==> src/rtl/expr_pipe.sv <==
// Four-stage streaming evaluator of q = ((a - b)*(1 + 3c) - 4d) / 2 with valid/ready flow control.
// Define EXPR_PIPE_SAT_EN to saturate q on overflow; otherwise q wraps to WIDTH bits.
module expr_pipe #(
  parameter int WIDTH = 32,
  parameter int TAG_W = 4,
  parameter int CNT_W = 16
) (
  input  logic             clk,
  input  logic             rst,
  input  logic             in_valid,
  output logic             in_ready,
  input  logic [WIDTH-1:0] a,
  input  logic [WIDTH-1:0] b,
  input  logic [WIDTH-1:0] c,
  input  logic [WIDTH-1:0] d,
  input  logic [TAG_W-1:0] in_tag,
  output logic             out_valid,
  input  logic             out_ready,
  output logic [WIDTH-1:0] q,
  output logic [TAG_W-1:0] out_tag,
  output logic             ovf,
  output logic [CNT_W-1:0] out_cnt
);

  localparam int DW = WIDTH + 1;
  localparam int TW = WIDTH + 3;
  localparam int FW = WIDTH + 2;
  localparam int PW = 2 * WIDTH + 4;
  localparam int SW = 2 * WIDTH + 5;

  localparam logic signed [TW-1:0] ONE_T = TW'(1);

  // Halve with truncation toward zero: bias negative odd values up by one first.
  function automatic logic signed [SW-1:0] div2_tz(input logic signed [SW-1:0] s);
    logic signed [SW-1:0] adj;
    adj = s + $signed({{(SW-1){1'b0}}, s[SW-1] & s[0]});
    return adj >>> 1;
  endfunction

  // Returns {ovf, q}: overflow when r's bits above WIDTH-1 are not a pure sign extension.
  function automatic logic [WIDTH:0] reduce(input logic signed [SW-1:0] r);
    logic [SW-WIDTH:0] top;
    logic              of;
    logic [WIDTH-1:0]  qv;
    top = r[SW-1:WIDTH-1];
    of  = !((top == '0) || (top == '1));
    qv  = r[WIDTH-1:0];
`ifdef EXPR_PIPE_SAT_EN
    if (of) qv = r[SW-1] ? {1'b1, {(WIDTH-1){1'b0}}} : {1'b0, {(WIDTH-1){1'b1}}};
`endif
    return {of, qv};
  endfunction

  logic en;

  logic signed [DW-1:0] diff_d;
  logic signed [TW-1:0] c_ext;
  logic signed [TW-1:0] t_d;
  logic signed [FW-1:0] d4_d;

  logic                 vld_p1_q;
  logic [TAG_W-1:0]     tag_p1_q;
  logic signed [DW-1:0] diff_p1_q;
  logic signed [TW-1:0] t_p1_q;
  logic signed [FW-1:0] d4_p1_q;

  logic signed [PW-1:0] prod_d;
  logic                 vld_p2_q;
  logic [TAG_W-1:0]     tag_p2_q;
  logic signed [PW-1:0] prod_p2_q;
  logic signed [FW-1:0] d4_p2_q;

  logic signed [SW-1:0] sub_d;
  logic                 vld_p3_q;
  logic [TAG_W-1:0]     tag_p3_q;
  logic signed [SW-1:0] sub_p3_q;

  logic signed [SW-1:0] r_d;
  logic [WIDTH-1:0]     q_d;
  logic                 ovf_d;
  logic                 vld_p4_q;
  logic [TAG_W-1:0]     tag_p4_q;
  logic [WIDTH-1:0]     q_p4_q;
  logic                 ovf_p4_q;
  logic [CNT_W-1:0]     cnt_q;

  // Whole pipe moves together; it only stalls when a presented result is not taken.
  assign en       = !vld_p4_q || out_ready;
  assign in_ready = en;

  // S1: operand pre-scaling at full precision
  always_comb begin
    diff_d = $signed({a[WIDTH-1], a}) - $signed({b[WIDTH-1], b});
    c_ext  = $signed({{3{c[WIDTH-1]}}, c});
    t_d    = (c_ext <<< 1) + c_ext + ONE_T;
    d4_d   = $signed({d[WIDTH-1], d, 2'b00});
  end

  // S2: product
  always_comb begin
    prod_d = PW'(diff_p1_q) * PW'(t_p1_q);
  end

  // S3: subtract scaled d
  always_comb begin
    sub_d = SW'(prod_p2_q) - SW'(d4_p2_q);
  end

  // S4: halve, range check and reduce to WIDTH bits
  always_comb begin
    r_d            = div2_tz(sub_p3_q);
    {ovf_d, q_d}   = reduce(r_d);
  end

  always_ff @(posedge clk) begin
    if (en) begin
      tag_p1_q  <= in_tag;
      diff_p1_q <= diff_d;
      t_p1_q    <= t_d;
      d4_p1_q   <= d4_d;
      tag_p2_q  <= tag_p1_q;
      prod_p2_q <= prod_d;
      d4_p2_q   <= d4_p1_q;
      tag_p3_q  <= tag_p2_q;
      sub_p3_q  <= sub_d;
    end
  end

  always_ff @(posedge clk or posedge rst) begin
    if (rst) begin
      vld_p1_q <= 1'b0;
      vld_p2_q <= 1'b0;
      vld_p3_q <= 1'b0;
      vld_p4_q <= 1'b0;
      tag_p4_q <= '0;
      q_p4_q   <= '0;
      ovf_p4_q <= 1'b0;
      cnt_q    <= '0;
    end else begin
      if (en) begin
        vld_p1_q <= in_valid;
        vld_p2_q <= vld_p1_q;
        vld_p3_q <= vld_p2_q;
        vld_p4_q <= vld_p3_q;
        if (vld_p3_q) begin
          tag_p4_q <= tag_p3_q;
          q_p4_q   <= q_d;
          ovf_p4_q <= ovf_d;
        end
      end
      if (vld_p4_q && out_ready) cnt_q <= cnt_q + CNT_W'(1);
    end
  end

  assign out_valid = vld_p4_q;
  assign q         = q_p4_q;
  assign out_tag   = tag_p4_q;
  assign ovf       = ovf_p4_q;
  assign out_cnt   = cnt_q;

endmodule

==> config.mk <==
export PLATFORM = sky130hd
export DESIGN_NAME = expr_pipe
export DESIGN_NICKNAME = d
export VERILOG_FILES = /design/src/rtl/expr_pipe.sv
export SDC_FILE = /design/constraint.sdc
export NUM_CORES = 2
export LEC_CHECK = 0
export ABC_AREA = 0
export CORE_AREA = 4 4 325 327
export DETAILED_ROUTE_END_ITERATION = 8
export DIE_AREA = 0 0 329 331
export PLACE_DENSITY = 0.75
export RECOVER_POWER = 50
export SLEW_MARGIN = 30
export SYNTH_ARGS = -nofsm -noshare
export SYNTH_HDL_FRONTEND = slang
export SYNTH_SLANG_ARGS = --single-unit
==> constraint.sdc <==
create_clock -name clk -period 25.6 [get_ports clk]
set_input_delay 6.4 -clock clk [delete_from_list [all_inputs] [get_ports clk]]
set_output_delay 6.4 -clock clk [all_outputs]
set_load 0.01 [all_outputs]
==> summary.md <==
| Metric | Value |
|---|---|
| Run status | complete, but fails checks |
| Failing checks | max-capacitance violations, max-slew violations |
| Post-Syn Nets | 7708 |
| Setup CP Type | in -> out |
| Clock-pin slew on the worst setup and hold paths | 60 ps |
| CTS Buffer Depth | 3 |
| Ant diodes | 0 |
| Number of global-route vias before repair | 45366 |
| Num rows | 118 |
| Layout Nets | 7752 |
| Post-route cell area | 63600 um2 |
| Setup TNS | 0 ps |
| Req. time, crit path | 19200 ps |
| Postcts setup bufs | 0 |
| Final core occ | 0.618 |
| Synth cell types | 95 |
| Final hold violations | 0 |
| Worst Setup End Kind | output port |
| TritonCTS Buffers | 38 |
| Initial DRT Pass Iterations | 5 |
| #FFs+latches synth | 337 |
| Crit Path Max Fanout | 39 |
| Largest net degree at the start of global routing | 86 |
| Dpl hpwl | 110000 um |
| Final Cycle Share | 0.619 |
| Startpoint types | input port |
| Remaining antenna violation count | 0 |
| Initial Utilization | 0.575 |
| Crit path DAT | 9450 ps |
| Core Area | 103000 um2 |
| Max Cap Viol | 5 |
| RSZ-0062 raised after global routing | false |
| DR WL/cell | 19.7 um |
| GRT overflow | 0 |
| Top Ports | 191 |
| Root Buffer | clkbuf_16 |
| Slew Limit Fails | 269 |
| Clk_lat worst skew | 610 ps |
| Synthesized area | 59200 um2 |
| Post-synth ARST share | 0.169 |
| Tmin final | 15850 ps |
| Vias post-DR | 42109 |
| Cts repair resizes | 0 |
| Max Clk Rate | 63.1 MHz |
| Worst slack at placement | 10860 ps |
| Total global-route track usage | 0.281 |
| Final wirelength | 148000 um |
| Final setup violation count | 0 |
| TritonCTS clock tree | yes |
| Post-CTS Hold Buffers | 0 |
| Hold crit path type | reg -> reg |
| Number of synthesized flops with an enable pin | 280 |
| Final worst slack | 9750 ps |
| DP Area | 62400 um2 |
| CTS sink cnt | 337 |
| Synth warn | 0 |
| Antenna violations before repair | 2 |
| Area delta synth->final | 7.50% |
| Routability cong. | 0.926 |
| Sequential share of the synthesized area | 0.166 |
| Share of cells above drive strength 1 | 0.0295 |
| Die span in x | 329 um |
| Clk_skew | 38.5 ps |
| Actual slew at the worst max-slew pin | 4080 ps |
| Die span in y | 331 um |
| Count of mapped cells out of synthesis | 6032 |
| Initial DRC Count | 2825 |
| CTS H-tree depth | 2 |
| Synth Flop Type | edfxtp_1 |
| Synth Area per Inst | 9.81 um2 |
| Port bufs | 190 |
| Slew HR | -1.72 |
| DRC errors left | 0 |
| DIE AREA | 109000 um2 |
| Global-route wire length before repair | 240000 um |
| Via density | 5.63 |
## per-stage QoR
step,hold WS [ps],std cells
2_1_floorplan,400,6032
5_1_grt,424,7485
3_5_place_dp,406,7416
3_3_place_gp,402,7416
4_1_cts,418,7485
6_report,418,7485
## final cells by class
cell class | count | area, um2
sequential | 337 | 9830
inverter | 1215 | 4560
timing repair buffer | 267 | 2460
clock buffer | 48 | 1030
multi-input combinational | 4217 | 43700
tap | 1380 | 1730
clock inverter | 21 | 264
fill | 8521 | 39300
## metal layers
metal / routed length [um] / share of wire / GRT usage
met1: 57000 / 0.39 / 0.356
met2: 68900 / 0.47 / 0.467
met3: 15300 / 0.10 / 0.0788
met4: 6450 / 0.044 / 0.102
met5: 28 / 0.00019 / 0
## kinds of logic (layout without fill, tap and decap cells)
logic type	after synthesis	in the layout	share of synthesized area
flops	337	337	0.166
compound gates	658	658	0.0721
simple gates	1750	1750	0.151
fa+ha+maj	1540	1540	0.476
buf+inv	1478	1551	0.0942
xor+xnor	257	257	0.0380
mux	12	12	0.00222
## layout by cell type (no fill, tap or decap), types with 57 or more instances in the layout
master and n:
inv_1 1212, fa_1 1187, nand2_1 653, and2_1 579, ha_1 353, edfxtp_1 280, a21oi_1 222, nor2_1 169
xnor2_1 153, clkdlybuf4s50_1 138, xor2_1 104, a21o_1 101, o21ai_0 82, buf_4 72, nand3_1 62, dfrtp_1 57
## sequential cells by signal (all words and copies together), names as in the netlist, 4 cells and up
signal,count
tag_p1_q,4
d4_p1_q,32
diff_p1_q,33
tag_p3_q,4
q,32
out_cnt,16
tag_p2_q,4
prod_p2_q,68
t_p1_q,34
d4_p2_q,32
sub_p3_q,69
out_tag,4
## cell usage after synthesis (all sizes together), types with 12 or more instances
cell type,n,share of area
inv,1215,0.077
fa,1187,0.40
nand2,653,0.041
and2,594,0.063
ha,353,0.075
edfxtp,280,0.14
clkbuf,247,0.016
a21oi,222,0.019
nor2,172,0.011
xnor2,153,0.023
o21ai,105,0.0090
xor2,104,0.015
a21o,101,0.013
nand3,62,0.0052
dfrtp,57,0.024
nand4,52,0.0063
and3,49,0.0053
nor3,47,0.0043
o21a,37,0.0047
nand2b,36,0.0038
a31oi,35,0.0037
o21bai,32,0.0041
nor2b,24,0.0025
a211oi,16,0.0020
buf,16,0.0014
o211ai,14,0.0019
nor4,12,0.0017
or3,12,0.0013
## critical path, cell delays in order
cell,delay (ps)
dlygate4sd3_1,540
nand2b_1,1470
clkdlybuf4s50_1,1030
## path summary, 6_finish.rpt
kind | startpoint | depth (start not counted) | slack, ps | endpoint
worst max-delay path | out_ready | 3 | 9750 | in_ready
worst min-delay path | tag_p2_q[3]$_DFFE_PN_ | 0 | 420 | tag_p3_q[3]$_DFFE_PN_
worst max register to register | diff_p1_q[0]$_DFFE_PN_ | 26 | 15530 | prod_p2_q[67]$_DFFE_PN_
worst min register to register | tag_p2_q[3]$_DFFE_PN_ | 0 | 420 | tag_p3_q[3]$_DFFE_PN_
max in group asynchronous | rst | 3 | 16350 | vld_p3_q$_DFFE_PP0N_
min in group asynchronous | rst | 3 | 7460 | q[14]$_DFFE_PP0P_
Power is left out: the tool's default activity adds up to more than one toggle a clock period on the data nets, which glitch-free logic cannot reach.
